**config.mk**
```make
export PLATFORM = sky130hd
export DESIGN_NAME = sseg_scan_n
export DESIGN_NICKNAME = d
export VERILOG_FILES = /design/src/rtl/sseg_pkg.sv /design/src/rtl/sseg_display.sv /design/src/rtl/sseg_scan_n.sv
export SDC_FILE = /design/constraint.sdc
export NUM_CORES = 1
export LEC_CHECK = 0
export CAP_MARGIN = 20
export CELL_PAD_IN_SITES_DETAIL_PLACEMENT = 0
export CELL_PAD_IN_SITES_GLOBAL_PLACEMENT = 2
export CORE_AREA = 2 2 107 120
export CTS_BUF_LIST = sky130_fd_sc_hd__clkbuf_8
export CTS_CLUSTER_SIZE = 30
export DETAILED_ROUTE_END_ITERATION = 10
export DIE_AREA = 0 0 109 122
export PLACE_DENSITY_LB_ADDON = 0.1
export SLEW_MARGIN = 20
export SYNTH_ARGS = -nofsm -noshare
export SYNTH_HDL_FRONTEND = slang
export SYNTH_SLANG_ARGS = --single-unit
```
**constraint.sdc**
```tcl
create_clock -name clk -period 14.1 [get_ports clk]
set_input_delay 2.82 -clock clk [delete_from_list [all_inputs] [get_ports clk]]
set_output_delay 2.82 -clock clk [all_outputs]
set_load 0.05 [all_outputs]
```
**src/rtl/sseg_pkg.sv**
```systemverilog
// Shared constants and payload types for the multiplexed seven-segment scanner.
package sseg_pkg;

  localparam int unsigned MAX_DIGITS = 8;
  localparam int unsigned BRIGHT_W   = 4;
  localparam int unsigned PWM_STEPS  = 16;

  // Cathodes and anodes are active-low: all ones means dark.
  localparam logic [6:0]            SEG_OFF = 7'h7F;
  localparam logic [MAX_DIGITS-1:0] AN_OFF  = '1;

  // Width-independent display controls carried alongside the per-digit vectors.
  typedef struct packed {
    logic [BRIGHT_W-1:0] bright;
    logic                lz_en;
  } scan_ctl_t;

endpackage

```
**src/rtl/sseg_display.sv**
```systemverilog
// Hex nibble to active-low seven-segment pattern, seg_c[0] = segment a.
module sseg_display (
  input  logic [3:0] hex,
  output logic [6:0] seg_c
);

  always_comb begin
    seg_c = 7'h7F;
    case (hex)
      4'h0: seg_c = 7'h40;
      4'h1: seg_c = 7'h79;
      4'h2: seg_c = 7'h24;
      4'h3: seg_c = 7'h30;
      4'h4: seg_c = 7'h19;
      4'h5: seg_c = 7'h12;
      4'h6: seg_c = 7'h02;
      4'h7: seg_c = 7'h78;
      4'h8: seg_c = 7'h00;
      4'h9: seg_c = 7'h10;
      4'hA: seg_c = 7'h08;
      4'hB: seg_c = 7'h03;
      4'hC: seg_c = 7'h46;
      4'hD: seg_c = 7'h21;
      4'hE: seg_c = 7'h06;
      default: seg_c = 7'h0E;
    endcase
  end

endmodule

```
**src/rtl/sseg_scan_n.sv**
```systemverilog
// N-digit time-multiplexed seven-segment scanner with shadowed frame-synchronous
// updates, 16-level PWM brightness, anode guard time and leading-zero blanking.
module sseg_scan_n
  import sseg_pkg::*;
#(
  parameter int unsigned NUM_DIGITS   = 4,
  parameter int unsigned SLOT_CYCLES  = 100000,
  parameter int unsigned GUARD_CYCLES = 500
) (
  input  logic                    clk,
  input  logic                    rst,
  input  logic                    load,
  input  logic [4*NUM_DIGITS-1:0] hex_in,
  input  logic [NUM_DIGITS-1:0]   dp_in,
  input  logic [NUM_DIGITS-1:0]   blank_in,
  input  logic [BRIGHT_W-1:0]     brightness,
  input  logic                    lz_en,
  output logic                    busy,
  output logic                    frame_done,
  output logic [NUM_DIGITS-1:0]   an,
  output logic [6:0]              seg,
  output logic                    dp
);

  localparam int unsigned CNT_W = (SLOT_CYCLES > 1) ? $clog2(SLOT_CYCLES) : 1;
  localparam int unsigned IDX_W = (NUM_DIGITS > 1) ? $clog2(NUM_DIGITS) : 1;
  localparam int unsigned CMP_W = CNT_W + 1;
  localparam int unsigned STEP  = SLOT_CYCLES / PWM_STEPS;
  localparam int unsigned HEX_W = 4 * NUM_DIGITS;

  logic [CNT_W-1:0]      cnt_q, cnt_d;
  logic [IDX_W-1:0]      idx_q, idx_d;
  logic [HEX_W-1:0]      shd_hex_q, act_hex_q;
  logic [NUM_DIGITS-1:0] shd_dp_q, act_dp_q;
  logic [NUM_DIGITS-1:0] shd_blank_q, act_blank_q;
  scan_ctl_t             shd_ctl_q, act_ctl_q;
  logic                  busy_d, frame_done_d;
  logic [NUM_DIGITS-1:0] an_d;
  logic [6:0]            seg_d;
  logic                  dp_d;

  logic                  slot_wrap_c, frame_wrap_c, transfer_c;
  logic [NUM_DIGITS-1:0] lz_sup_c;
  logic                  lz_run_c;
  logic [CMP_W-1:0]      cnt_ext_c, pwm_lim_c;
  logic                  dig_on_c;
  logic [3:0]            nib_c;
  logic [6:0]            dec_seg_c;

  assign slot_wrap_c  = (cnt_q == CNT_W'(SLOT_CYCLES - 1));
  assign frame_wrap_c = slot_wrap_c && (idx_q == IDX_W'(NUM_DIGITS - 1));
  assign transfer_c   = frame_wrap_c && busy;

  // Slot/digit sequencing and shadow handshake.
  always_comb begin
    cnt_d        = cnt_q + CNT_W'(1);
    idx_d        = idx_q;
    busy_d       = busy;
    frame_done_d = frame_wrap_c;
    if (slot_wrap_c) begin
      cnt_d = '0;
      idx_d = (idx_q == IDX_W'(NUM_DIGITS - 1)) ? '0 : idx_q + IDX_W'(1);
    end
    if (transfer_c) busy_d = 1'b0;
    if (load)       busy_d = 1'b1;
  end

  // A digit is suppressed only if it and every digit above it are a bare zero.
  always_comb begin
    lz_sup_c = '0;
    lz_run_c = act_ctl_q.lz_en;
    for (int i = int'(NUM_DIGITS) - 1; i > 0; i--) begin
      lz_run_c    = lz_run_c && (act_hex_q[4*i +: 4] == 4'h0) && !act_dp_q[i];
      lz_sup_c[i] = lz_run_c;
    end
  end

  assign cnt_ext_c = CMP_W'(cnt_q);
  assign pwm_lim_c = (CMP_W'(act_ctl_q.bright) + CMP_W'(1)) * CMP_W'(STEP);
  assign dig_on_c  = (cnt_ext_c >= CMP_W'(GUARD_CYCLES)) && (cnt_ext_c < pwm_lim_c) &&
                     !act_blank_q[idx_q] && !lz_sup_c[idx_q];
  assign nib_c     = act_hex_q[{idx_q, 2'b00} +: 4];

  sseg_display u_dec (
    .hex   (nib_c),
    .seg_c (dec_seg_c)
  );

  always_comb begin
    an_d  = AN_OFF[NUM_DIGITS-1:0];
    seg_d = SEG_OFF;
    dp_d  = 1'b1;
    if (dig_on_c) begin
      an_d  = ~(NUM_DIGITS'(1) << idx_q);
      seg_d = dec_seg_c;
      dp_d  = ~act_dp_q[idx_q];
    end
  end

  always_ff @(posedge clk or posedge rst) begin
    if (rst) begin
      cnt_q       <= '0;
      idx_q       <= '0;
      shd_hex_q   <= '0;
      shd_dp_q    <= '0;
      shd_blank_q <= '0;
      shd_ctl_q   <= '0;
      act_hex_q   <= '0;
      act_dp_q    <= '0;
      act_blank_q <= '0;
      act_ctl_q   <= '0;
      busy        <= 1'b0;
      frame_done  <= 1'b0;
      an          <= AN_OFF[NUM_DIGITS-1:0];
      seg         <= SEG_OFF;
      dp          <= 1'b1;
    end else begin
      cnt_q      <= cnt_d;
      idx_q      <= idx_d;
      busy       <= busy_d;
      frame_done <= frame_done_d;
      an         <= an_d;
      seg        <= seg_d;
      dp         <= dp_d;
      // Active set takes the pre-load shadow so a boundary-cycle load waits a frame.
      if (transfer_c) begin
        act_hex_q   <= shd_hex_q;
        act_dp_q    <= shd_dp_q;
        act_blank_q <= shd_blank_q;
        act_ctl_q   <= shd_ctl_q;
      end
      if (load) begin
        shd_hex_q   <= hex_in;
        shd_dp_q    <= dp_in;
        shd_blank_q <= blank_in;
        shd_ctl_q   <= '{bright: brightness, lz_en: lz_en};
      end
    end
  end

endmodule

```
# Yosys cells after proc, flatten, opt, wreduce, memory -nomap -nowiden
# Memories as Yosys holds them, arrays and structs flattened.
# Cells that the tools add are included.
[totals]
memories = 1
output_inout_bits = 14
romBits = 112
input_bits = 32
ff_bits = 91
[op_classes]
n_eq_ne = 2
shift = 2
order_cmp = 3
mux = 13
n_addsub = 3
n_reduce_logical = 20
multipliers = 1
n_bitwise = 2
[mem_list]
columns = ["name", "words", "width", "read_ports", "rd_clocked_by_memory_dff", "wr", "line", "source"]
rows = [
  ["(name not given)", 16, 7, 1, 0, 0, "sseg_display.sv:9", "case (hex)"],
]
[op_table]
columns = ["op", "count"]
rows = [
  ["$lt A17 B18 Y1", 1],
  ["$add A17 B1 Y17 const B", 1],
  ["$eq A17 B17 Y1 const B", 1],
  ["$ge A17 B9 Y1 const B", 1],
  ["$mul A5 B12 Y17 const B", 1],
  ["$mux W17", 1],
  ["$shiftx A16 B5 Y4", 1],
  ["$logic_not A4 Y1", 3],
  ["$logic_and A1 B1 Y1", 11],
  ["$mux W7", 1],
  ["$bmux W1 S2", 3],
  ["$mux W1", 6],
  ["$add A4 B1 Y5 const B", 1],
  ["$logic_not A1 Y1", 5],
  ["$mux W4", 1],
  ["$not A4 Y4", 1],
  ["$shl A1 B2 Y4 const A", 1],
  ["$lt A2 B3 Y1 const B", 1],
  ["$add A2 B1 Y2 const B", 1],
  ["$eq A2 B2 Y1 const B", 1],
  ["$mux W2", 1],
  ["$reduce_bool A2 Y1", 1],
  ["$not A1 Y1", 1],
]

# Logic depth before layout (Yosys ltp)
# Gate-level depths: netlist (run 1).
[logic_depth]
depth_word = 12
ltp_mapped = 22

# Cells and area by module
# From an unflattened synthesis (run 1), not the netlist that was laid out.
[hier_totals]
cells_unflattened = 460
area_unflattened_um2 = 5311.3
[by_module_without_submodules]
columns = ["mod", "area_per_inst_um2", "instances", "seq_area_each_um2", "cells_each"]
rows = [
  ["sseg_scan_n", 5049.8, 1, 2292.2, 429],
  ["sseg_display", 261.5, 1, 0.0, 31],
]

# Least setup slack after synthesis (run 1)
# No wires, ideal clock.
[synth_timing]
kind = "flip-flop to flip-flop"
start = "reg act_ctl_q[1] (netlist name)"
end = "reg seg[6]"
period_less_slack_ns = 4.526
path_stages_with_launch = 21
setup_time_ns = 0.085
n_path_buf = 1
slack_ns = 9.574
required_ns = 14.015
t_arrival_ns = 4.441
path_cell_list = "dfrtp_1 ha_1 xor2_1 ha_1 xnor2_1 ha_1 ha_1 ha_1 a21o_1 a211oi_1 o211ai_1 a32oi_1 o21bai_1 xnor2_1 ha_1 a21oi_1 nor4b_1 a22oi_1 a41oi_2 buf_6 o211ai_2"
[synth_via]
elab_chain_cells = 7
[synth_rtl]
columns = ["item", "line", "source"]
rows = [
  ["start, declared", "sseg_scan_n.sv:36", "scan_ctl_t shd_ctl_q, act_ctl_q;"],
  ["start signal, assigned", "sseg_scan_n.sv:130", "act_ctl_q <= shd_ctl_q;"],
  ["$add A4 B1 Y5", "sseg_scan_n.sv:79", "assign pwm_lim_c = (CMP_W'(act_ctl_q.bright) + CMP_W'(1)) * CMP_W'(STEP);"],
  ["$mul A5 B12 Y17", "sseg_scan_n.sv:79", ""],
  ["$lt A17 B18 Y1", "sseg_scan_n.sv:80", "assign dig_on_c = (cnt_ext_c >= CMP_W'(GUARD_CYCLES)) && (cnt_ext_c < pwm_lim_c) &&"],
  ["$logic_and A1 B1 Y1 (2 in a row)", "sseg_scan_n.sv:80", ""],
  ["$logic_and A1 B1 Y1", "sseg_scan_n.sv:81", "!act_blank_q[idx_q] && !lz_sup_c[idx_q];"],
  ["$mux W7", "sseg_scan_n.sv:93", "if (dig_on_c) begin"],
  ["net seg_d[6]", "sseg_scan_n.sv:39", "logic [6:0] seg_d;"],
  ["end signal, assigned", "sseg_scan_n.sv:123", "seg <= seg_d;"],
  ["end, declared", "sseg_scan_n.sv:21", "output logic [6:0] seg,"],
]
# The timed path passes the listed nets, and every way through them passes these cells.
# A chain may end at the register's enable or synchronous reset.

# Final worst setup path (run 1)
[layout_timing]
start = "reg act_ctl_q[1] (netlist name)"
end = "reg seg[2]"
# The elaborated chain is that of the path after synthesis.

==> summary.md, run 1 <==
| Metric | Value |
|---|---|
| Run status | finished clean |
| Die Y-Extent | about 120 um |
| Starting density of the core | 0.427 |
| Fraction of registers with async set/reset | 1.00 |
| Relative slew slack | 0.474 |
| Layout cell share with drive strength beyond 1 | 0.227 |
| Die area | 0.0133 mm2 |
| Ratio of routed vias to standard cells | 5.23 |
| Overall power of the completed layout | 481 uW |
| Post-route ant nets | 0 |
| # setup viols final | 0 |
| Critical Path Sink Type | flop |
| Worst path most repeated cell | ha_1 |
| Number of max-slew violations in the final report | 0 |
| Buffer cell driving the clock tree root | clkbuf_8 |
| Number of design rule violations left after detail routing | 0 |
| Number of non-filler instances in the completed layout | between 600 and 700 |
| Maximum ir drop on the vdd rail | between 0.00004 and 0.00005 V |
| Worst Hold Launch | shd_hex_q[12]$_DFFE_PP0P_ |
| Cells after Synth | 432 |
| Instance count after placement with tap cells included | roughly 630 |
| Crit path max-delay family | compound AO/OA/AOI/OAI gates |
| Buffers & Inverters on Critical Path | 0 |
| Clock Skew | 0.0213 ns |
| Library cells used by synthesis | 55 |
| PD cells | 80.0 mW/mm2 |
| Number of setup buffers added after CTS | 0 |
| Die width | 109 um |
| Required time of the critical path | 14.35 ns |
| Number of clock sinks seen by CTS | 91 |
| Number of H-tree branching levels | 3 |
| Most common cell after layout, fill and taps aside | dfrtp_1 |
| Count of antenna diodes in the layout | 0 |
| Final clock period utilization by the worst path | 0.382 |
| Net count of the finished layout | 571 |
| Total CTS buffers | 9 |
| Bufs on Longest Clock Path | 2 |
| Core region area | ~0.012 mm2 |
| Kind of start point of the critical path | flop |
| Post-DP HPWL | about 7.8 mm |
| Overall Global Routing Usage | 0.169 |
| Delay of the slowest cell on the worst path | 0.53 ns |
| Setup CP Type | reg2reg |
| Post-layout minimum cycle time | 5.38 ns |
| Synth Net Count | 524 |
| Count of hold-fix buffers inserted at cts | 0 |
| Port buffer count | 45 |
| Crit-path cells | ha_1, xor2_1, ha_1, xnor2_1, ha_1, ha_1, ha_1, a21o_1, a211oi_1, o211ai_1, a32oi_1, o21bai_1, xnor2_1, ha_1, a21oi_1, nor4b_1, a22oi_1, a41oi_2, o221ai_1 |
| Most used flip-flop cell after synthesis | dfrtp_1 |
| Cell type of the slowest stage on the worst timing path | a41oi_2 |
| RSZ-0062 raised after global routing | no |
| LEAKAGE | between 2 and 3 nW |
| Maximum operating frequency | 186 MHz |
| Crit path launch | act_ctl_q[1]$_DFFE_PP0P_ |
| Flip-flop and latch count after synthesis | 91 |
| Reg2reg start | act_ctl_q[1]$_DFFE_PP0P_ |
| Remaining global-route overflow | 0 |
| Count of instances resized after the clock tree is built | 0 |
| Internal reg-to-reg setup slack | 8.72 ns |
| Final count of hold timing violations | 0 |
| Seq. cell area | 0.00229 mm2 |
| Top-Level Pins | 46 |
| First-pass GRT wire length | 17.5 mm |
| Multi-input gate area in the final layout | 0.00276 mm2 |
| Routed length per placed instance | 15.8 um |
| Iteration-0 DRC Markers | 85 |
| Total negative slack | 0 ns |
| Wire length reported by the detailed router | 10.2 mm |
| Sequential element share of the synthesized area | 0.440 |
| Largest net degree at the start of global routing | 50 |
| Latest clock arrival within the worst-skew pair | 0.37 ns |
| Worst hold slack | 0.513 ns |
| Area growth from synthesis to final layout | 15.4% |
| Clock tree from TritonCTS | yes |
| Netlist area before placement | 0.00521 mm2 |
| Number of inserted filler cells in the final layout | roughly 1100 |
| Fin util | 0.492 |
| Post-synth EDFFs | 0 |
| Max cap viols | 0 |
| Transition time at the pin with the least slew margin | 0.786 ns |
| DRT Pass-1 Iters | 4 |
| Min-delay worst type | reg2reg |
| Clock-pin slew on the worst setup and hold paths | 0.11 ns |
| Via count of the first global-routing pass | between 3000 and 4000 |
| Avg Cell Area, Syn | approximately 12 um2 |
| Antenna violations before repair | 0 |
| Commonest cells after routing, fill and taps aside | dfrtp_1 (79), ha_1 (59), mux2_2 (50), clkdlybuf4s50_1 (45), nand2_1 (28) |
| Max Fanout on Critical Path | 12 |
| Count of standard-cell rows | 43 |
| Number of warnings printed during yosys synthesis | 0 |
| Data arrival time of the critical path | around 5.6 ns |
| Via total after detailed routing | between 3000 and 4000 |
| Placer Congestion | slightly above 0.8 |
-- registers in the layout, indices dropped and copies added (netlist names) --
name	count
act_blank_q	4
act_ctl_q	5
act_dp_q	4
act_hex_q	16
an	4
busy	1
cnt_q	17
dp	1
frame_done	1
idx_q	2
seg	7
shd_blank_q	4
shd_ctl_q	5
shd_dp_q	4
shd_hex_q	16
-- kinds of logic (layout without fill, tap and decap cells) --
kind of cell	after synthesis	after routing	synth area share
mux	69	69	0.171
buf+inv	35	87	0.0302
compound gates	59	59	0.0785
xor+xnor	29	29	0.0487
simple gates	89	89	0.0866
fa+ha+maj	60	60	0.145
flops	91	91	0.440
-- metal layers --
layer  share of wire  track usage
met4           0.011       0.0433
met2            0.49        0.280
met1            0.48        0.228
met3           0.024       0.0321
met5               0            0
-- path summary, 6_finish.rpt --
path                                        endpoint  cells after the start
setup / recovery                    seg[2]$_DFF_PP1_                     19
hold / removal             shd_hex_q[12]$_DFFE_PP0P_                      1
setup reg to reg                    seg[2]$_DFF_PP1_                     19
hold reg to reg            shd_hex_q[12]$_DFFE_PP0P_                      1
max in group asynchronous  shd_hex_q[13]$_DFFE_PP0P_                      3
min in group asynchronous   act_ctl_q[4]$_DFFE_PP0P_                      2
-- per-stage QoR --
stage	worst slack, ns	instance area, um2
2_1_floorplan	8.94	5210
3_3_place_gp	8.91	5810
3_5_place_dp	8.69	5810
4_1_cts	8.68	6010
5_1_grt	8.10	6010
6_report	8.72	6010
-- final cells by class --
type | instances | area share
multi-input combinational | 306 | 0.460
sequential | 91 | 0.381
timing repair buffer | 47 | 0.0774
tap | 157 | 0.0327
clock buffer | 9 | 0.0206
inverter | 24 | 0.0152
clock inverter | 7 | 0.0135
-- synthesized netlist by cell type (2+ instances only) --
| cell type | n | area share |
|---|---|---|
| o211ai_1 | 2 | 0.0029 |
| a221oi_2 | 2 | 0.0058 |
| o21ai_0 | 10 | 0.0096 |
| buf_2 | 3 | 0.0029 |
| o21ai_1 | 3 | 0.0029 |
| buf_6 | 3 | 0.0065 |
| nor2_1 | 18 | 0.013 |
| inv_1 | 23 | 0.017 |
| xor2_1 | 14 | 0.024 |
| or2_2 | 2 | 0.0024 |
| mux2_2 | 50 | 0.11 |
| o221ai_1 | 2 | 0.0034 |
| nand2_1 | 28 | 0.020 |
| mux2_4 | 10 | 0.029 |
| o2111ai_1 | 2 | 0.0034 |
| dfstp_2 | 12 | 0.060 |
| a32oi_1 | 2 | 0.0034 |
| nand4_1 | 4 | 0.0048 |
| nor4_1 | 4 | 0.0048 |
| ha_1 | 59 | 0.14 |
| or3_1 | 4 | 0.0048 |
| mux4_2 | 7 | 0.030 |
| xnor2_1 | 15 | 0.025 |
| nor2b_1 | 3 | 0.0036 |
| a21oi_1 | 17 | 0.016 |
| nand2_2 | 2 | 0.0024 |
| clkbuf_1 | 5 | 0.0036 |
| nor3_1 | 2 | 0.0019 |
| nand3_1 | 7 | 0.0067 |
| and3_1 | 2 | 0.0024 |
| nand4b_1 | 2 | 0.0034 |
| dfrtp_1 | 79 | 0.38 |
| a31oi_1 | 2 | 0.0024 |
| o211ai_2 | 2 | 0.0048 |
| nand2b_1 | 3 | 0.0036 |
| a21o_1 | 7 | 0.010 |
| mux2i_1 | 2 | 0.0038 |
-- power breakdown --
group          internal [mW]  switching (mW)  leakage (nW)  total (mW)
clock network         0.0844          0.0989        0.0944       0.183
logic                 0.0153         0.00944          1.51      0.0247
registers              0.269         0.00426          1.14       0.274
Note: power is estimated with default switching activity, not from simulation.
==> inputs of run 2 (changes only) <==
--- a/config.mk
+++ b/config.mk
@@ -8,11 +8,11 @@
 export CAP_MARGIN = 20
 export CELL_PAD_IN_SITES_DETAIL_PLACEMENT = 0
 export CELL_PAD_IN_SITES_GLOBAL_PLACEMENT = 2
-export CORE_AREA = 2 2 107 120
+export CORE_AREA = 2 2 117 130
 export CTS_BUF_LIST = sky130_fd_sc_hd__clkbuf_8
 export CTS_CLUSTER_SIZE = 30
 export DETAILED_ROUTE_END_ITERATION = 10
-export DIE_AREA = 0 0 109 122
+export DIE_AREA = 0 0 119 132
 export PLACE_DENSITY_LB_ADDON = 0.1
 export SLEW_MARGIN = 20
 export SYNTH_ARGS = -nofsm -noshare
==> constraint.sdc (replaced) <==
create_clock -name clk -period 4.49 [get_ports clk]
set_input_delay 0.898 -clock clk [delete_from_list [all_inputs] [get_ports clk]]
set_output_delay 0.898 -clock clk [all_outputs]
set_load 0.05 [all_outputs]
==> run 2 against run 1 <==
Register-to-register slack got worse by 8.7 ns. Final cell count increased by 10%. Critical path depth increased by 1. Flip-flop and latch count unchanged. Via count increased by 5.4%. First-iteration DRC count increased by 60%. Power increased to 3.4 times the previous value. Maximum frequency increased by 20%. Sequential power increased to 3.1 times the previous value. Routed wire length increased by 10%. Critical endpoint unchanged. Highest routed layer unchanged.
==> summary.md, run 2 (synthesis gave the netlist of run 1 again) <==
| Metric | Value |
|---|---|
| Largest net degree at the start of global routing | 77 (+54%) |
| Min-delay worst type | reg2reg |
| Crit path max-delay family | compound AO/OA/AOI/OAI gates |
| Required time of the critical path | 4.78 ns (-9.57 ns) |
| Critical Path Sink Type | flop |
| Total CTS buffers | 9 (unchanged) |
| Routed length per placed instance | 15.8 um (about the same) |
| Buffers & Inverters on Critical Path | 1 (+1) |
| Placer Congestion | 0.786 (-5.2%) |
| Transition time at the pin with the least slew margin | 0.802 ns (+0.0161 ns) |
| Starting density of the core | 0.364 (-0.0631) |
| Via count of the first global-routing pass | 3673 (+5.7%) |
| Core region area | 0.0143 mm2 (+17%) |
| Post-route ant nets | 0 (unchanged) |
| Antenna violations before repair | 0 (unchanged) |
| Count of antenna diodes in the layout | 0 (unchanged) |
| Top-Level Pins | 46 (unchanged) |
| Iteration-0 DRC Markers | 136 (+60%) |
| Final count of hold timing violations | 0 (unchanged) |
| Max Fanout on Critical Path | 6 (-6) |
| Net count of the finished layout | 603 (+5.6%) |
| Wire length reported by the detailed router | 11.2 mm (+10%) |
| Maximum operating frequency | 223 MHz (+20%) |
| Seq. cell area | 0.00229 mm2 (about the same) |
| Worst path most repeated cell | ha_4 |
| Overall Global Routing Usage | 0.148 (-0.0208) |
| Fin util | 0.468 (-0.0243) |
| LEAKAGE | 2.97 nW (+7.9%) |
| Largest regs | cnt_q (17), act_hex_q (16), shd_hex_q (16) |
| First-pass GRT wire length | 18.7 mm (+7.1%) |
| Data arrival time of the critical path | 4.76 ns (-0.87 ns) |
| Latest clock arrival within the worst-skew pair | 0.37 ns (about the same) |
| Worst flop-to-flop path endpoint | seg[2]$_DFF_PP1_ |
| Die width | 119 um (+9.2%) |
| Commonest cells after routing, fill and taps aside | dfrtp_1 (78), mux2_2 (50), clkdlybuf4s50_1 (45), ha_1 (42), buf_4 (29) |
| Die Y-Extent | 132 um (+8.2%) |
| Ratio of routed vias to standard cells | 4.99 (-4.5%) |
| Most common cell after layout, fill and taps aside | dfrtp_1 |
| Count of hold-fix buffers inserted at cts | 0 (unchanged) |
| Number of design rule violations left after detail routing | 0 (unchanged) |
| Relative slew slack | 0.463 (-0.0108) |
| Post-DP HPWL | 8.14 mm (+4.3%) |
| # setup viols final | 0 (unchanged) |
| DRT Pass-1 Iters | 4 (unchanged) |
| Min-Delay Path Depth | 1 (unchanged) |
| Worst Hold Launch | shd_hex_q[5]$_DFFE_PP0P_ |
| Largest register FFs | 17 (unchanged) |
| Number of max-slew violations in the final report | 0 (unchanged) |
| Internal reg-to-reg setup slack | 0.01 ns (-8.70 ns) |
| Layout cell share with drive strength beyond 1 | 0.357 (+0.129) |
| Area growth from synthesis to final layout | 28.7% |
| Kind of start point of the critical path | flop |
| PD cells | 245 mW/mm2 (+210%) |
| Setup CP Type | reg2reg |
| Number of clock sinks seen by CTS | 91 (unchanged) |
| Number of H-tree branching levels | 3 (unchanged) |
| Crit-path cells | ha_4, and3_4, ha_4, xnor2_2, ha_1, ha_4, ha_4, a21o_1, a211oi_2, o211ai_1, a32oi_2, o21bai_1, xnor2_1, ha_1, a21oi_2, nor4b_2, a22oi_1, a41oi_2, buf_6, o221ai_2 |
| Clock Skew | 0.0150 ns (-0.00635 ns) |
| Clock tree from TritonCTS | yes |
| Cell type of the slowest stage on the worst timing path | dfrtp_1 |
| Terminating pin of the worst hold path | act_hex_q[5]$_DFFE_PP0P_ |
| Post-layout minimum cycle time | 4.48 ns (-0.905 ns) |
| Final clock period utilization by the worst path | 0.997 (+0.615) |
| Number of inserted filler cells in the final layout | 1338 (+19%) |
| Die area | 0.0157 mm2 (+18%) |
| Worst slack at placement | -0.298 ns (-8.98 ns) |
| Via total after detailed routing | 3535 (+5.4%) |
| Run status | finished clean |
| Cells on worst reg2reg path | 20 (+1) |
| Clock-pin slew on the worst setup and hold paths | 0.10 ns (about the same) |
| Delay of the slowest cell on the worst path | 0.43 ns (-0.10 ns) |
| Port buffer count | 45 (unchanged) |
| Remaining global-route overflow | 0 (unchanged) |
| RSZ-0062 raised after global routing | yes |
| Buffer cell driving the clock tree root | clkbuf_8 |
| Worst Setup Slack, final | 0.0136 ns (-8.70 ns) |
| Max cap viols | 0 (unchanged) |
| Reg2reg start | act_ctl_q[1]$_DFFE_PP0P_ |
| Multi-input gate area in the final layout | 0.00309 mm2 (+12%) |
| Bufs on Longest Clock Path | 2 (unchanged) |
| Count of standard-cell rows | 46 (+7.0%) |
| Maximum ir drop on the vdd rail | 0.000172 V (+250%) |
| Register containing the most flip-flops in the final layout | cnt_q |
-- run 2: timing repair --
item | 4_1_cts | 5_1_grt
resized for setup | 18 | 40
buffers inserted | 0 | 5
pin swaps | 11 | 22
gates cloned | 1 | 0
setup endpoints to repair | 12 | 12
hold endpoints to repair | 0 | 0
-- run 2: per-layer routing --
layer	global-route usage	vias up	wire [um]
met5	0	-	0
met4	0.0516	0	212
met3	0.0242	16	266
met2	0.252	47	5730
met1	0.191	1768	5000
li1	-	1704	-
-- run 2: final cells by class --
type                    instances  share of cell area
multi-input cells             306               0.461
flip-flops and latches         91               0.342
repair buffers                 79               0.109
well taps                     192              0.0358
clock buffers                  11              0.0226
clock inverters                 5              0.0160
inverters                      24              0.0136
-- run 2: worst max-delay path by stage --
stage          cells after the start                startpoint  slack (ns)          endpoint
3_5_place_dp                      20  act_ctl_q[1]$_DFFE_PP0P_       -0.30  seg[2]$_DFF_PP1_
5_1_grt                           22  act_ctl_q[1]$_DFFE_PP0P_       -0.19  seg[2]$_DFF_PP1_
3_3_place_gp                      21  act_ctl_q[1]$_DFFE_PP0P_       -0.22  seg[2]$_DFF_PP1_
4_1_cts                           22  act_ctl_q[2]$_DFFE_PP0P_       0.001  seg[2]$_DFF_PP1_
2_1_floorplan                     20  act_ctl_q[1]$_DFFE_PP0P_       0.007  seg[6]$_DFF_PP1_
6_report                          20  act_ctl_q[1]$_DFFE_PP0P_        0.01  seg[2]$_DFF_PP1_
-- run 2: per-stage QoR --
stage	hold WS (ns)	instance area (um2)	total power [mW]	cells	TNS [ns]
after global routing	0.531	6710	1.72	708	-1.98
after CTS	0.515	6420	1.67	703	0
after global placement	0.488	6070	0.953	686	-1.97
after detailed placement	0.493	6070	0.956	686	-2.87
final	0.509	6710	1.65	708	0
after floorplan	0.474	5220	0.913	432	0
-- run 2: power breakdown --
part | leakage, nW | switching (mW) | internal, mW
Sequential | 1.14 | 0.0133 | 0.846
Clock | 0.130 | 0.305 | 0.403
Combinational | 1.69 | 0.0296 | 0.0491
==> inputs of run 3 (changes only) <==
--- a/config.mk
+++ b/config.mk
@@ -14,7 +14,6 @@
 export DETAILED_ROUTE_END_ITERATION = 10
 export DIE_AREA = 0 0 119 132
 export PLACE_DENSITY_LB_ADDON = 0.1
-export SLEW_MARGIN = 20
 export SYNTH_ARGS = -nofsm -noshare
 export SYNTH_HDL_FRONTEND = slang
 export SYNTH_SLANG_ARGS = --single-unit
==> results of run 3 <==
Same layout as run 2: the final DEF is identical, and so are final timing and power.
